File: config.mk
export PLATFORM = sky130hd
export DESIGN_NAME = kf8255_strobed_port
export DESIGN_NICKNAME = d
export VERILOG_FILES = /design/src/rtl/kf8255_strobed_port.sv
export SDC_FILE = /design/constraint.sdc
export NUM_CORES = 1
export LEC_CHECK = 0
export ABC_AREA = 1
export BUFFER_PORTS_ARGS = -buffer_cell sky130_fd_sc_hd__buf_2
export CORE_MARGIN = 5
export CORE_UTILIZATION = 26
export DETAILED_ROUTE_END_ITERATION = 10
export HOLD_SLACK_MARGIN = 0.12
export PLACE_DENSITY = 0.47
export SYNTH_ARGS = -nofsm -noshare
export SYNTH_HDL_FRONTEND = slang
export SYNTH_SLANG_ARGS = --single-unit
File: constraint.sdc
create_clock -name i_clock -period 1.3 [get_ports i_clock]
set_input_delay 0.13 -clock i_clock [delete_from_list [all_inputs] [get_ports i_clock]]
set_output_delay 0.13 -clock i_clock [all_outputs]
set_load 0.005 [all_outputs]
File: src/rtl/kf8255_strobed_port.sv
// Purpose: KF8255 per-port data path with mode 0 basic I/O and mode 1 STB/IBF, OBF/ACK handshake plus INTR.
// Latency: STB/ACK pin edge to flag update 3 falling edges; port_in to mode-0 read_data 2 edges; CPU strobes act on the sampling edge.
// Backpressure: none internally; the peripheral is paced by IBF/OBF and the CPU by INTR, strobes shorter than 3 clocks may be lost.
module kf8255_strobed_port (
    input  logic       i_clock,
    input  logic       i_reset_n,
    input  logic [1:0] i_mode_select_reg,
    input  logic       i_port_io_reg,
    input  logic       i_update_group_mode,
    input  logic [7:0] i_internal_data_bus,
    input  logic       i_write_port,
    input  logic       i_read_port,
    input  logic       i_write_inte,
    input  logic       i_inte_value,
    input  logic [7:0] i_port_in,
    input  logic       i_stb_n,
    input  logic       i_ack_n,
    output logic [7:0] o_port_out,
    output logic       o_port_oe,
    output logic [7:0] o_read_data,
    output logic       o_ibf,
    output logic       o_obf_n,
    output logic       o_intr
);

    // Synchronizer and edge-history flops for the asynchronous pins
    logic       r_stb_s1, r_stb_s2, r_stb_s3;
    logic       r_ack_s1, r_ack_s2, r_ack_s3;
    logic [7:0] r_pin_s1, r_pin_sync;

    // Handshake state and data latches
    logic [7:0] r_out_latch;
    logic [7:0] r_in_latch;
    logic       r_ibf;
    logic       r_obf_n;
    logic       r_intr_req;
    logic       r_inte;

    // Decoded edges and mode
    logic w_stb_fall, w_stb_rise;
    logic w_ack_fall, w_ack_rise;
    logic w_mode1, w_m1_in, w_m1_out;

    assign w_stb_fall = ~r_stb_s2 &  r_stb_s3;
    assign w_stb_rise =  r_stb_s2 & ~r_stb_s3;
    assign w_ack_fall = ~r_ack_s2 &  r_ack_s3;
    assign w_ack_rise =  r_ack_s2 & ~r_ack_s3;

    // Mode 1x is not supported by this port and falls back to basic I/O
    assign w_mode1  = (i_mode_select_reg == 2'b01);
    assign w_m1_in  = w_mode1 &  i_port_io_reg;
    assign w_m1_out = w_mode1 & ~i_port_io_reg;

    // Two-flop synchronizers; idle-high reset makes a strobe held low through reset look like a fresh edge
    always_ff @(negedge i_clock or negedge i_reset_n) begin
        if (!i_reset_n) begin
            r_stb_s1   <= 1'b1;
            r_stb_s2   <= 1'b1;
            r_stb_s3   <= 1'b1;
            r_ack_s1   <= 1'b1;
            r_ack_s2   <= 1'b1;
            r_ack_s3   <= 1'b1;
            r_pin_s1   <= 8'h00;
            r_pin_sync <= 8'h00;
        end else begin
            r_stb_s1   <= i_stb_n;
            r_stb_s2   <= r_stb_s1;
            r_stb_s3   <= r_stb_s2;
            r_ack_s1   <= i_ack_n;
            r_ack_s2   <= r_ack_s1;
            r_ack_s3   <= r_ack_s2;
            r_pin_s1   <= i_port_in;
            r_pin_sync <= r_pin_s1;
        end
    end

    // Latches and handshake flags; a mode update overrides everything, and within a cycle set beats clear
    always_ff @(negedge i_clock or negedge i_reset_n) begin
        if (!i_reset_n) begin
            r_out_latch <= 8'h00;
            r_in_latch  <= 8'h00;
            r_ibf       <= 1'b0;
            r_obf_n     <= 1'b1;
            r_intr_req  <= 1'b0;
            r_inte      <= 1'b0;
        end else if (i_update_group_mode) begin
            r_out_latch <= 8'h00;
            r_in_latch  <= 8'h00;
            r_ibf       <= 1'b0;
            r_obf_n     <= 1'b1;
            r_intr_req  <= 1'b0;
            r_inte      <= 1'b0;
        end else begin
            if (i_write_inte) begin
                r_inte <= i_inte_value;
            end

            if (w_m1_in) begin
                if (w_stb_fall) begin
                    r_in_latch <= r_pin_sync;
                    r_ibf      <= 1'b1;
                end else if (i_read_port) begin
                    r_ibf      <= 1'b0;
                end
                // INTR is only raised by a strobe that actually filled the buffer
                if (w_stb_rise && r_ibf) begin
                    r_intr_req <= 1'b1;
                end else if (i_read_port) begin
                    r_intr_req <= 1'b0;
                end
            end else if (w_m1_out) begin
                // A fresh CPU write keeps the buffer full even if the peripheral acks in the same cycle
                if (i_write_port) begin
                    r_out_latch <= i_internal_data_bus;
                    r_obf_n     <= 1'b0;
                    r_intr_req  <= 1'b0;
                end else begin
                    if (w_ack_fall) begin
                        r_obf_n <= 1'b1;
                    end
                    if (w_ack_rise && r_obf_n) begin
                        r_intr_req <= 1'b1;
                    end
                end
            end else begin
                // Basic I/O: handshake flags parked inactive
                r_ibf      <= 1'b0;
                r_obf_n    <= 1'b1;
                r_intr_req <= 1'b0;
                if (i_write_port && !i_port_io_reg) begin
                    r_out_latch <= i_internal_data_bus;
                end
            end
        end
    end

    // CPU read mux: input ports return pins (mode 0) or the strobed latch (mode 1), output ports return the latch
    always_comb begin
        o_read_data = r_out_latch;
        if (i_port_io_reg) begin
            o_read_data = w_mode1 ? r_in_latch : r_pin_sync;
        end
    end

    assign o_port_out = r_out_latch;
    assign o_port_oe  = ~i_port_io_reg;
    assign o_ibf      = r_ibf;
    assign o_obf_n    = r_obf_n;
    assign o_intr     = r_intr_req & r_inte;

endmodule

### Word level (Yosys, flattened, before mapping)

Index checks and enable logic that the tools add are counted.

* register bits after elaboration: 42
* input port bits: 28
* output and inout bits: 20

* equal/unequal tests: 8
* muxes and demuxes: 28
* bitwise gates (word level): 12
* reductions and logical operators: 13

Operators with widths (number)
* $mux W8: 10
* $mux W1: 18
* $ne A4 B4 Y1 const B: 2
* $reduce_and A2 Y1: 4
* $and A1 B1 Y1: 7
* $ne A3 B3 Y1 const B: 2
* $reduce_bool A2 Y1: 3
* $ne A5 B4 Y1 const B: 1
* $not A1 Y1: 5
* $ne A4 B3 Y1 const B: 1
* $logic_and A1 B1 Y1: 3
* $reduce_and A3 Y1: 1
* $reduce_bool A3 Y1: 1
* $eq A2 B1 Y1 const B: 1
* $ne A2 B2 Y1 const B: 1
* $logic_not A1 Y1: 1

### Depth between registers and ports, before layout

Gate-level depths: netlist of run 1.

* depth in word-level cells: 8
* gate-level depth with buffers: 8
* depth with buffers taken out: 7

==> out/metrics.csv, run 1 <==
metric;value;unit
status;finished, violations left;
violations;setup timing;
fillers;655;
grt_pass1_wl;6670;um
synth-edff-count;0;
drtAntennaViolNets;0;
min_path_type;flip-flop to flip-flop;
postSynthCellCount;167;
numCtsBuffers;5;
yosysSeqAreaShare;62.6;%
via_per_inst;4.20;
critPathRequiredTime;1.17;ns
fin_cells;328;
vias;1378;
drive_above_1_share;53.0;%
antenna_cells;0;
startpoint_type;flip-flop;
hold_path.startpoint;r_pin_s1[0];
post-route-util;39.9;%
multi_input_area;673;sq um
hold_violations;0;
criticalPathCategory;flip-flop to primary output;
setup_tns;-8.11;ns
wl_per_cell;12.1;um
place_inst;306;
ioPinCount;48;
p_leak;1.32;nW
dr.pass1.iters;4;
syn_nets;195;
cts.htree.levels;2;
slew_headroom;81.2;%
netlist-cell-type-count;21;
ir_drop;0.418;mV
seq_area;1060;sq um
maxCapViolCount;0;
power_density;1100;nW/um^2
overflow;0;
drc_errors;0;
holdPathStages;0;
maxSlewViolCount;0;
port_buffers;47;
initial_utilization;26.7;%
rsz0062_at_grt;yes;
avgSynthCellArea;10.1;sq um
routed_wl;3980;um
synthFlopType;dfrtn_1;
r2r_start;r_stb_s3;
die_h;90.7;um
tightest_slew;0.281;ns
min_to;r_pin_sync[0];
crit_family;flip-flops;
syn2layout_area_growth;49.6;%
critPathMaxFanout;2;
grt_pass1_vias;1405;
hpwl;2880;um
nNetsFinal;278;
async_flop_share;100;%
ys_ff_latch;42;
grt_max_degree;31;
antenna_found_initial;0;
fp-row-count;29;
slowest_stage;dfrtn_1;
path_cells;inv_1, o22ai_2, buf_2;
path_buf_inv;2;
rrSetupSlack;0.09;ns
synth_area;1690;sq um
r2r-end;r_in_latch[4];
cts_tree;done;
drt_iter0_drc;30;
clkTransAtPathRegs;0.06;ns
finalSetupViolCount;19;
dieArea;8230;sq um
core;6350;sq um
setup_ws;-0.554;ns
fp.dieW;90.7;um
clock_latency;0.35;ns
cts_root_buffer;clkbuf_8;
cts_hold_buf;0;
place.gp.congestion;0.742;
yosys_warnings;0;
ff2ff_path_depth;6;
clkSinkCount;42;
slowest_delay;0.41;ns
arrival;1.72;ns
clock_path_buffers;2;
critPathCaptureType;primary output;
grt.total_usage;10.1;%
clock_skew;0.0558;ns
## layout by cell type (no fill, tap or decap), types with 2 or more instances in the layout
| cell type | n |
|---|---|
| buf_2 | 40 |
| inv_1 | 15 |
| o22ai_2 | 8 |
| nand2_1 | 36 |
| nor2_4 | 6 |
| buf_6 | 9 |
| nand3_1 | 6 |
| dfstp_2 | 7 |
| o21ai_2 | 3 |
| buf_4 | 21 |
| nand2_4 | 2 |
| inv_6 | 2 |
| dfrtn_1 | 35 |
| buf_12 | 2 |
| nand3_2 | 11 |
| nor2_8 | 2 |
| inv_2 | 10 |
| clkbuf_8 | 5 |
| o21ai_1 | 13 |
| nor2_1 | 10 |
## routing by layer
metal	GRT usage (%)	vias to the layer above	part of all wire, %	wire [um]
met2	16.3	30	50	1990
met3	3.33	2	6.0	238
met1	12.0	646	43	1700
met5	0	-	0	0
li1	-	700	-	-
met4	5.21	0	1.4	55
## logic make-up after synthesis
family                 count (synthesis)  synth area share [%]
DFF                                   42                  62.6
and+or+nand+nor                       73                  21.4
buffers and inverters                 25                  6.79
AOI/OAI and AO/OA                     27                  9.23
## state kept, by name, indices dropped and copies added, names as in the netlist
name        count
r_stb_s2        1
r_pin_sync      8
o_ibf           1
r_stb_s3        1
o_port_out      8
o_obf_n         1
r_in_latch      8
r_ack_s2        1
r_ack_s3        1
r_pin_s1        8
r_ack_s1        1
r_inte          1
r_intr_req      1
r_stb_s1        1
## area by class of cell
type | instances | share of cell area, %
multi-input combinational | 102 | 26.6
inverter | 19 | 3.01
sequential | 42 | 41.8
clock buffer | 6 | 2.86
timing repair buffer | 73 | 20.3
tap | 77 | 3.80
clock inverter | 9 | 1.68
## worst max-delay path by stage
stage | cells after the start | end | start | slack [ns]
2_1_floorplan | 7 | o_port_out[0] | i_port_io_reg | -0.24
3_3_place_gp | 8 | r_intr_req | i_mode_select_reg[1] | -0.33
3_5_place_dp | 8 | r_intr_req | i_mode_select_reg[1] | -0.35
4_1_cts | 3 | o_read_data[5] | o_port_out[5] | -0.57
5_1_grt | 3 | o_read_data[5] | r_pin_sync[5] | -0.60
6_report | 3 | o_read_data[2] | o_port_out[2] | -0.55
## cells in the mapped netlist, types with 2 or more instances
| cell type | instances | area, sq um |
|---|---|---|
| buf_2 | 3 | 15.0 |
| nor2_8 | 2 | 40.0 |
| dfrtn_1 | 35 | 876 |
| o21ai_1 | 6 | 30.0 |
| inv_1 | 19 | 71.3 |
| o22ai_1 | 8 | 50.1 |
| nand2_1 | 38 | 143 |
| nor2_4 | 2 | 22.5 |
| nand3_1 | 15 | 75.1 |
| nand3_2 | 2 | 20.0 |
| o21ai_0 | 9 | 45.0 |
| o21ai_2 | 2 | 17.5 |
| nor2_1 | 12 | 45.0 |
| dfstp_2 | 7 | 184 |
## metrics by stage
| step | hold WS [ns] | power (mW) | instance area, sq um | worst slack, ns |
|---|---|---|---|---|
| after floorplan | 0.292 | 1.67 | 1780 | -0.241 |
| after global placement | 0.294 | 1.87 | 2230 | -0.328 |
| after detailed placement | 0.298 | 1.87 | 2230 | -0.349 |
| after CTS | 0.299 | 2.83 | 2470 | -0.567 |
| after global routing | 0.299 | 2.98 | 2530 | -0.595 |
| final | 0.296 | 2.80 | 2530 | -0.554 |
## power breakdown
part	leakage, nW	internal (mW)	switching (mW)
registers	0.516	1.39	0.0336
logic	0.729	0.224	0.228
clock network	0.0791	0.414	0.505
## worst reg2reg max path, cell delays in order (launching register included)
cell,delay [ns]
dfstp_2,0.50
inv_1,0.05
nor2_2,0.11
buf_4,0.14
a21oi_4,0.08
nand2_1,0.08
nand2_1,0.05
## timing repair
action	in CTS	in global routing
pin swaps	11	14
cloned	2	0
resized for setup	25	15
setup buffers	6	2
endpoints found under the setup margin	29	33
Power figures use the tool's default switching activity.
==> run 2: changes to the inputs <==
--- a/config.mk
+++ b/config.mk
@@ -8,10 +8,10 @@
 export ABC_AREA = 1
 export BUFFER_PORTS_ARGS = -buffer_cell sky130_fd_sc_hd__buf_2
 export CORE_MARGIN = 5
-export CORE_UTILIZATION = 26
+export CORE_UTILIZATION = 50
 export DETAILED_ROUTE_END_ITERATION = 10
 export HOLD_SLACK_MARGIN = 0.12
-export PLACE_DENSITY = 0.47
+export PLACE_DENSITY = 0.78
 export SYNTH_ARGS = -nofsm -noshare
 export SYNTH_HDL_FRONTEND = slang
 export SYNTH_SLANG_ARGS = --single-unit
==> run 2 against run 1 <==
- the run still ends with setup timing left
- count of clock-buffer cells in the layout down 1
- cell area decreased by 4.9%
- global-route usage increased by 6.0 points
- clock power decreased by 16%
- clock skew up 0.021 ns
- critical path depth is the same
- largest cell class unchanged
- highest routed layer unchanged
==> out/metrics.csv, run 2 (same netlist as run 1, synthesis figures left out) <==
metric;value;unit;change
ir_drop;0.819;mV;+96%
hold_violations;0;;unchanged
dp_slack;-0.397;ns;-0.0474 ns
tightest_slew;0.281;ns;-0.000610 ns
numCtsBuffers;5;;unchanged
antenna_cells;0;;unchanged
mostFrequentLayoutCell;buf_2;;
core;3310;sq um;-48%
clkSinkCount;42;;unchanged
cts_root_buffer;clkbuf_4;;
grt.total_usage;16.2;%;+6.0 points
path_buf_inv;1;;-1
criticalPathCategory;flip-flop to primary output;;
setup_ws;-0.600;ns;-0.0470 ns
antenna_found_initial;0;;unchanged
switchingPower;0.775;mW;+1.1%
syn2layout_area_growth;42.3;%;
fin_cells;294;;-10%
clock_latency;0.41;ns;+0.06 ns
grt_pass1_vias;1235;;-12%
ff2ff_path_depth;6;;unchanged
fp-row-count;21;;-28%
critPathMaxFanout;2;;unchanged
startpoint_type;flip-flop;;
slowest_stage;dfrtn_1;;
wl_per_cell;12.5;um;+2.9%
rsz0062_at_grt;yes;;
drtAntennaViolNets;0;;unchanged
clock_path_buffers;2;;unchanged
maxCapViolCount;0;;unchanged
critPathRequiredTime;1.17;ns;about the same
arrival;1.77;ns;+0.05 ns
r2r-end;r_in_latch[1];;
hpwl;2470;um;-14%
clock_skew;0.0768;ns;+0.0210 ns
dieArea;4650;sq um;-43%
p_leak;1.30;nW;-2.1%
seqPwrFrac;54.4;%;+3.4 points
cts.htree.levels;2;;unchanged
crit_family;flip-flops;;
violations;setup timing;;
critPathCaptureType;primary output;;
power_frac_clock;29.3;%;-3.6 points
slowest_delay;0.46;ns;+0.05 ns
initial_utilization;51.2;%;+24 points
status;finished, violations left;;
mostFrequentLayoutCells;buf_2 (44), nand2_1 (36), dfrtn_1 (35);;
intPower;1.86;mW;-8.5%
drt_iter0_drc;48;;+60%
min_path_type;primary input to asynchronous set/reset pin;;
cts_tree;done;;
ioPinCount;48;;unchanged
overflow;0;;unchanged
fillers;234;;-64%
port_buffers;47;;unchanged
path_cells;o21ai_2, o22ai_2, buf_2;;
slew_headroom;81.2;%;about the same
switching_share;29.4;%;+2.0 points
die_h;68.2;um;-25%
grt_max_degree;43;;+39%
maxSlewViolCount;0;;unchanged
via_per_inst;4.76;;+13%
grt_pass1_wl;5460;um;-18%
place.gp.congestion;0.788;;+6.2%
finalSetupViolCount;19;;unchanged
pwr-share-comb;16.3;%;about the same
power_density;1090;nW/um^2;-1.1%
drc_errors;0;;unchanged
clkTransAtPathRegs;0.10;ns;+0.04 ns
rrSetupSlack;0.06;ns;-0.03 ns
routed_wl;3670;um;-7.7%
place_inst;274;;-10%
r2r_start;r_stb_s3;;
vias;1399;;+1.5%
fp.dieW;68.2;um;-25%
dr.pass1.iters;5;;+1
cts_hold_buf;0;;unchanged
drive_above_1_share;53.6;%;+0.64 points
nNetsFinal;275;;-1.1%
==> run 2: how the worst max path moves through the flow <==
stage / cells after the start / end / slack, ns / start
2_1_floorplan: 7 / o_port_out[0] / -0.24 / i_port_io_reg
6_report: 3 / o_read_data[5] / -0.60 / r_pin_sync[5]
5_1_grt: 3 / o_read_data[5] / -0.65 / r_pin_sync[5]
3_5_place_dp: 7 / r_in_latch[1] / -0.40 / i_mode_select_reg[1]
4_1_cts: 3 / o_read_data[2] / -0.60 / o_port_out[2]
3_3_place_gp: 7 / r_in_latch[3] / -0.35 / i_mode_select_reg[1]
==> run 2: what timing repair did <==
item / CTS / global route
gates resized for setup: 15 / 21
pin swaps: 4 / 12
gates cloned: 0 / 1
hold endpoints to repair: 0 / 0
setup endpoints to repair: 27 / 30
setup buffers: 5 / 1
==> run 2: layout make-up <==
class / instances / area (sq um) / area share [%]
clock buffer: 5 / 37.5 / 1.56
clock inverter: 10 / 52.6 / 2.18
inverter: 19 / 76.3 / 3.17
multi-input combinational: 101 / 661 / 27.4
sequential: 42 / 1060 / 44.0
tap: 46 / 57.6 / 2.39
timing repair buffer: 71 / 467 / 19.4
==> run 2: per-stage QoR <==
stage          hold WS (ns)  utilization [%]  total power, mW  TNS [ns]  cell area [sq um]
2_1_floorplan         0.292                -             1.67     -4.19               1780
3_3_place_gp          0.294             66.1             1.85     -7.99               2190
3_5_place_dp          0.295             66.1             1.86     -8.46               2190
4_1_cts               0.264             70.1             2.63     -9.19               2320
5_1_grt               0.262             72.8             2.80    -10.12               2410
6_report              0.265             72.8             2.63     -9.15               2410
==> run 2: power groups by stage <==
stage	clock network, mW	registers (mW)	logic, mW
2_1_floorplan	0.0380	1.44	0.184
3_3_place_gp	0.0380	1.44	0.372
3_5_place_dp	0.0380	1.45	0.379
4_1_cts	0.807	1.43	0.398
5_1_grt	0.886	1.44	0.476
6_report	0.771	1.43	0.430
==> run 2: per-layer routing <==
metal	GRT usage, %	wire length (um)
met3	4.11	310
met2	27.1	1810
met1	19.5	1490
met5	0	0
met4	7.44	58
